## src/rtl/reg_file_sb_if.sv

```systemverilog
// reg_file_sb_if: write, reserve and dual-read bus of the register file scoreboard.
interface reg_file_sb_if #(
    parameter int DATA_W = 16,
    parameter int ADDR_W = 4
);
    logic              RegWrite;
    logic [ADDR_W-1:0] writeReg;
    logic [DATA_W-1:0] writeValue;
    logic              RsvEn;
    logic [ADDR_W-1:0] RsvReg;
    logic [ADDR_W-1:0] srcA;
    logic [ADDR_W-1:0] srcB;
    logic [DATA_W-1:0] ReadA;
    logic [DATA_W-1:0] ReadB;
    logic              PendA;
    logic              PendB;
    logic              Busy;

    modport master (
        output RegWrite, writeReg, writeValue, RsvEn, RsvReg, srcA, srcB,
        input  ReadA, ReadB, PendA, PendB, Busy
    );
    modport slave (
        input  RegWrite, writeReg, writeValue, RsvEn, RsvReg, srcA, srcB,
        output ReadA, ReadB, PendA, PendB, Busy
    );
endinterface

```

## src/rtl/reg_file_sb.sv

```systemverilog
// reg_file_sb: register file with two combinational read ports, one write port,
// optional hardwired zero register, optional write bypass and a pending scoreboard.
module reg_file_sb #(
    parameter int DATA_W   = 16,
    parameter int ADDR_W   = 4,
    parameter int ZERO_REG = 0,
    parameter int BYPASS   = 1
) (
    input  logic         i_clk,
    input  logic         i_rst,
    reg_file_sb_if.slave bus
);
    localparam int NUM_REGS = 2 ** ADDR_W;

    logic [DATA_W-1:0]   r_regs [NUM_REGS];
    logic [NUM_REGS-1:0] r_pend;
    logic                w_wr_ok, w_rsv_ok;
    logic                w_zero_a, w_zero_b, w_byp_a, w_byp_b;

    assign w_wr_ok  = bus.RegWrite && !(ZERO_REG != 0 && bus.writeReg == '0);
    assign w_rsv_ok = bus.RsvEn && !(ZERO_REG != 0 && bus.RsvReg == '0);

    // the reservation is assigned last so it wins over a same-register write clear
    always_ff @(posedge i_clk or posedge i_rst) begin
        if (i_rst) begin
            for (int i = 0; i < NUM_REGS; i++) r_regs[i] <= '0;
            r_pend <= '0;
        end else begin
            if (w_wr_ok) begin
                r_regs[bus.writeReg] <= bus.writeValue;
                r_pend[bus.writeReg] <= 1'b0;
            end
            if (w_rsv_ok) r_pend[bus.RsvReg] <= 1'b1;
        end
    end

    assign w_zero_a = ZERO_REG != 0 && bus.srcA == '0;
    assign w_zero_b = ZERO_REG != 0 && bus.srcB == '0;
    assign w_byp_a  = BYPASS != 0 && w_wr_ok && bus.writeReg == bus.srcA;
    assign w_byp_b  = BYPASS != 0 && w_wr_ok && bus.writeReg == bus.srcB;

    // reset also masks the bypass path so all outputs read zero while held
    assign bus.ReadA = (i_rst || w_zero_a) ? '0 : w_byp_a ? bus.writeValue : r_regs[bus.srcA];
    assign bus.ReadB = (i_rst || w_zero_b) ? '0 : w_byp_b ? bus.writeValue : r_regs[bus.srcB];
    assign bus.PendA = !(i_rst || w_zero_a || w_byp_a) && r_pend[bus.srcA];
    assign bus.PendB = !(i_rst || w_zero_b || w_byp_b) && r_pend[bus.srcB];
    assign bus.Busy  = |r_pend;
endmodule

```

## src/flat_wrapper.sv

```systemverilog
// flat-port wrapper written by rule: the top's interface ports become plain ports
module reg_file_sb_flat 
#(
    parameter int DATA_W   = 16,
    parameter int ADDR_W   = 4,
    parameter int ZERO_REG = 0,
    parameter int BYPASS   = 1
)
  (i_clk, i_rst, bus_RegWrite, bus_writeReg, bus_writeValue, bus_RsvEn, bus_RsvReg, bus_srcA, bus_srcB, bus_ReadA, bus_ReadB, bus_PendA, bus_PendB, bus_Busy);
  reg_file_sb_if #(.DATA_W(DATA_W), .ADDR_W(ADDR_W)) bus_i ();
  input  logic i_clk;
  input  logic i_rst;
  input wire logic [$bits(bus_i.RegWrite)-1:0] bus_RegWrite;
  input wire logic [$bits(bus_i.writeReg)-1:0] bus_writeReg;
  input wire logic [$bits(bus_i.writeValue)-1:0] bus_writeValue;
  input wire logic [$bits(bus_i.RsvEn)-1:0] bus_RsvEn;
  input wire logic [$bits(bus_i.RsvReg)-1:0] bus_RsvReg;
  input wire logic [$bits(bus_i.srcA)-1:0] bus_srcA;
  input wire logic [$bits(bus_i.srcB)-1:0] bus_srcB;
  output wire logic [$bits(bus_i.ReadA)-1:0] bus_ReadA;
  output wire logic [$bits(bus_i.ReadB)-1:0] bus_ReadB;
  output wire logic [$bits(bus_i.PendA)-1:0] bus_PendA;
  output wire logic [$bits(bus_i.PendB)-1:0] bus_PendB;
  output wire logic [$bits(bus_i.Busy)-1:0] bus_Busy;
  assign bus_i.RegWrite = bus_RegWrite;
  assign bus_i.writeReg = bus_writeReg;
  assign bus_i.writeValue = bus_writeValue;
  assign bus_i.RsvEn = bus_RsvEn;
  assign bus_i.RsvReg = bus_RsvReg;
  assign bus_i.srcA = bus_srcA;
  assign bus_i.srcB = bus_srcB;
  assign bus_ReadA = bus_i.ReadA;
  assign bus_ReadB = bus_i.ReadB;
  assign bus_PendA = bus_i.PendA;
  assign bus_PendB = bus_i.PendB;
  assign bus_Busy = bus_i.Busy;
  reg_file_sb #(.DATA_W(DATA_W), .ADDR_W(ADDR_W), .ZERO_REG(ZERO_REG), .BYPASS(BYPASS)) u_core (.i_clk(i_clk), .i_rst(i_rst), .bus(bus_i));
endmodule
```

## config.mk

```make
export PLATFORM = sky130hd
export DESIGN_NAME = reg_file_sb_flat
export DESIGN_NICKNAME = d
export VERILOG_FILES = /design/src/rtl/reg_file_sb_if.sv /design/src/rtl/reg_file_sb.sv /design/src/flat_wrapper.sv
export SDC_FILE = /design/constraint.sdc
export NUM_CORES = 1
export LEC_CHECK = 0
export ABC_AREA = 0
export ABC_CLOCK_PERIOD_IN_PS = 13900
export CAP_MARGIN = 20
export CORE_MARGIN = 8
export CORE_UTILIZATION = 41
export CTS_CLUSTER_SIZE = 24
export DETAILED_ROUTE_END_ITERATION = 6
export SLEW_MARGIN = 20
export SYNTH_ARGS = -nofsm -noshare
export SYNTH_HDL_FRONTEND = slang
export SYNTH_SLANG_ARGS = --single-unit
```

## constraint.sdc

```tcl
create_clock -name i_clk -period 13.9 [get_ports i_clk]
set_input_delay 2.78 -clock i_clk [delete_from_list [all_inputs] [get_ports i_clk]]
set_output_delay 2.78 -clock i_clk [all_outputs]
set_load 0.005 [all_outputs]
```

==> flow_summary.toml <==
[clocking]
path_clk_slew_ns = 0.06
cts_root_buf = "clkbuf_16"
cts_tree = "done"
post-cts-setup-buffers = 0
htreeDepth = 1
cts_resized = 0
insertion_delay_ns = 0.54
clkSinkCount = 272
ctsHoldBuffers = 0
numCtsBuffers = 30
clock_path_buffers = 3

[floorplanning]
die_area_um2 = 42130
die_h_um = 205.3
ios = 71
die_w_um = 205.3
rows = 69
initial_core_util_pct = 41.49
coreArea_um2 = 35400

[sta]
slew_headroom_pct = 38.43
worst_pin_slew_ns = 0.9235
fmax_ghz = 0.1164
final.setup.worst_slack_ns = 5.311
rsz0062_at_grt = "false"
fin_skew_ns = 0
post-route-period-util_pct = 61.79
maxSlewViolCount = 0
whs_ns = 0.5217
period_minus_slack_ns = 8.589
hold_viol_final = 0
setup_viol = 0
fin_tns_setup_ns = 0

[global_route]
grt.total_usage_pct = 19.56
grt_pass1_wl_mm = 63.06
grt_pass1_vias = 9951
antenna_found_initial = 0
overflow = 0
grt_start_max_net_pins = 99

[setup_path]
cp.arrival_ns = 5.81
path_max_fanout = 40
endpoint_kind = "output pin"
crit_type = "in2out"
cp-start-kind = "input port"
reg2reg_setup_slack_ns = 13.08
worstPathRequired_ns = 11.12

[synth]
syn_avg_cell_area_um2 = 14.86
async_reset_ff_share_pct = 100.0
synth-seq-cells = 272
ys_warn_count = 0
synthesis.area_um2 = 14690
synth_cells = 988
synth_top_area_share_pct = 46.35
yosysMostFrequentCell = "dfrtp_1"
synth_area_leaders = "dfrtp_1 (46%), mux4_2 (21%), mux2_2 (19%)"
synth_fp_nets = 1024
synth-edff-count = 0
yosysUniqueCellTypes = 32
synth.largest_area_cell = "dfrtp_1"
ys_top_cells_by_count = "dfrtp_1 (272), mux2_2 (254), mux4_2 (137)"
synthFlopType = "dfrtp_1"
yosysSeqAreaShare_pct = 46.35

[pwr]
powerDensity_nw_per_um2 = 145.9
finalPower_mw = 2.448
max-vdd-ir-drop_mv = 0.09343
power.leakage_nw = 6.827

[route]
wirelength_mm = 40.67
vias = 9293
dr.pass1.iters = 5
antenna_left = 0
drc = 0
wl_per_cell_um = 26.99
drtIter0Drc = 609
viasPerCell = 6.167

[placement]
place_worst_setup_slack_ns = 5.206
port_buffers = 70
placedCellCount = 1458
hpwl_mm = 24.85
gp_congestion = 0.7624

[layout]
n_fill_cell = 3091
stdcell_count = 1507
antennaDiodeCount = 0
area_growth_pct = 14.21
nets = 1065
drive_gt1_share_pct = 47.13

[flow_run]
maxCapViolCount = 0

[status]
status = "completed"

[min_path]
hold_path.class = "reg2reg"
-- cell usage in the layout, fill, tap and decap left out, types with 3 or more instances in the layout --
cell type and count:
clkbuf_1 6, dfrtp_1 272, nor4_1 6, o31ai_1 4, a22oi_1 64, mux2_2 254, nor2b_2 5, nand2_1 42
clkdlybuf4s50_1 66, mux4_2 137, xor2_1 8, a22o_1 32, nand3_1 3, and2_1 4, o21ai_0 20, buf_4 40
nand2b_1 9, nor2_2 11, clkinv_2 5, clkbuf_16 31, nand3b_1 4, clkbuf_8 5
-- final cells by class --
type | instances | area (µm²) | area share [%]
Multi-Input combinational cell | 617 | 7462 | 44.49
Sequential cell | 272 | 6807 | 40.58
Timing Repair Buffer | 106 | 960.9 | 5.729
Clock buffer | 42 | 867.1 | 5.169
Tap cell | 461 | 576.8 | 3.439
Clock inverter | 7 | 85.08 | 0.5072
Inverter | 2 | 15.01 | 0.08951
-- per-layer routing --
layer,part of all wire [%],track usage [%],vias up
li1,-,-,3934
met3,4.3,2.220,56
met1,43,26.03,5062
met5,0,0,-
met2,51,33.74,241
met4,2.2,5.055,0
-- cell families (layout without fill, tap and decap cells) --
group / after synthesis / in the layout / share of synthesized area, %
compound gates: 123 / 123 / 6.194
simple gates: 92 / 92 / 2.999
mux: 394 / 394 / 40.82
buf+inv: 99 / 157 / 3.169
flops: 272 / 272 / 46.35
xor+xnor: 8 / 8 / 0.4771
-- metrics by stage --
step / cell area [µm²] / utilization [%]
6_report: 16770 / 47.39
5_1_grt: 16770 / 47.39
4_1_cts: 16770 / 47.39
3_5_place_dp: 15820 / 44.70
3_3_place_gp: 15820 / 44.70
2_1_floorplan: 14690 / -
-- where the power goes --
part | switching [mW] | internal (mW) | leakage, nW
clock network | 0.307 | 0.465 | 0.473
registers | 0.132 | 0.977 | 3.33
logic | 0.202 | 0.364 | 3.02
-- registers in the layout (all words and copies together) (netlist names) --
| register | cells |
|---|---|
| u_core.r_pend | 16 |
| u_core.r_regs | 256 |
-- final timing paths --
path / start / endpoint / cells past startpoint
max: bus_srcA[0] / bus_PendA / 6
min: u_core.r_regs[119] / u_core.r_regs[119] / 1
max reg2reg: u_core.r_regs[123] / u_core.r_regs[123] / 1
min reg2reg: u_core.r_regs[119] / u_core.r_regs[119] / 1
max in group asynchronous: i_rst / u_core.r_regs[221] / 4
min in group asynchronous: i_rst / u_core.r_pend[13] / 2
-- critical path, cell delays in order --
cell and delay (ns):
buf_4 0.49, buf_4 0.75, mux4_1 0.64, mux4_2 0.47
and2_1 0.17, clkdlybuf4s50_1 0.44
Power figures use the tool's default switching activity.
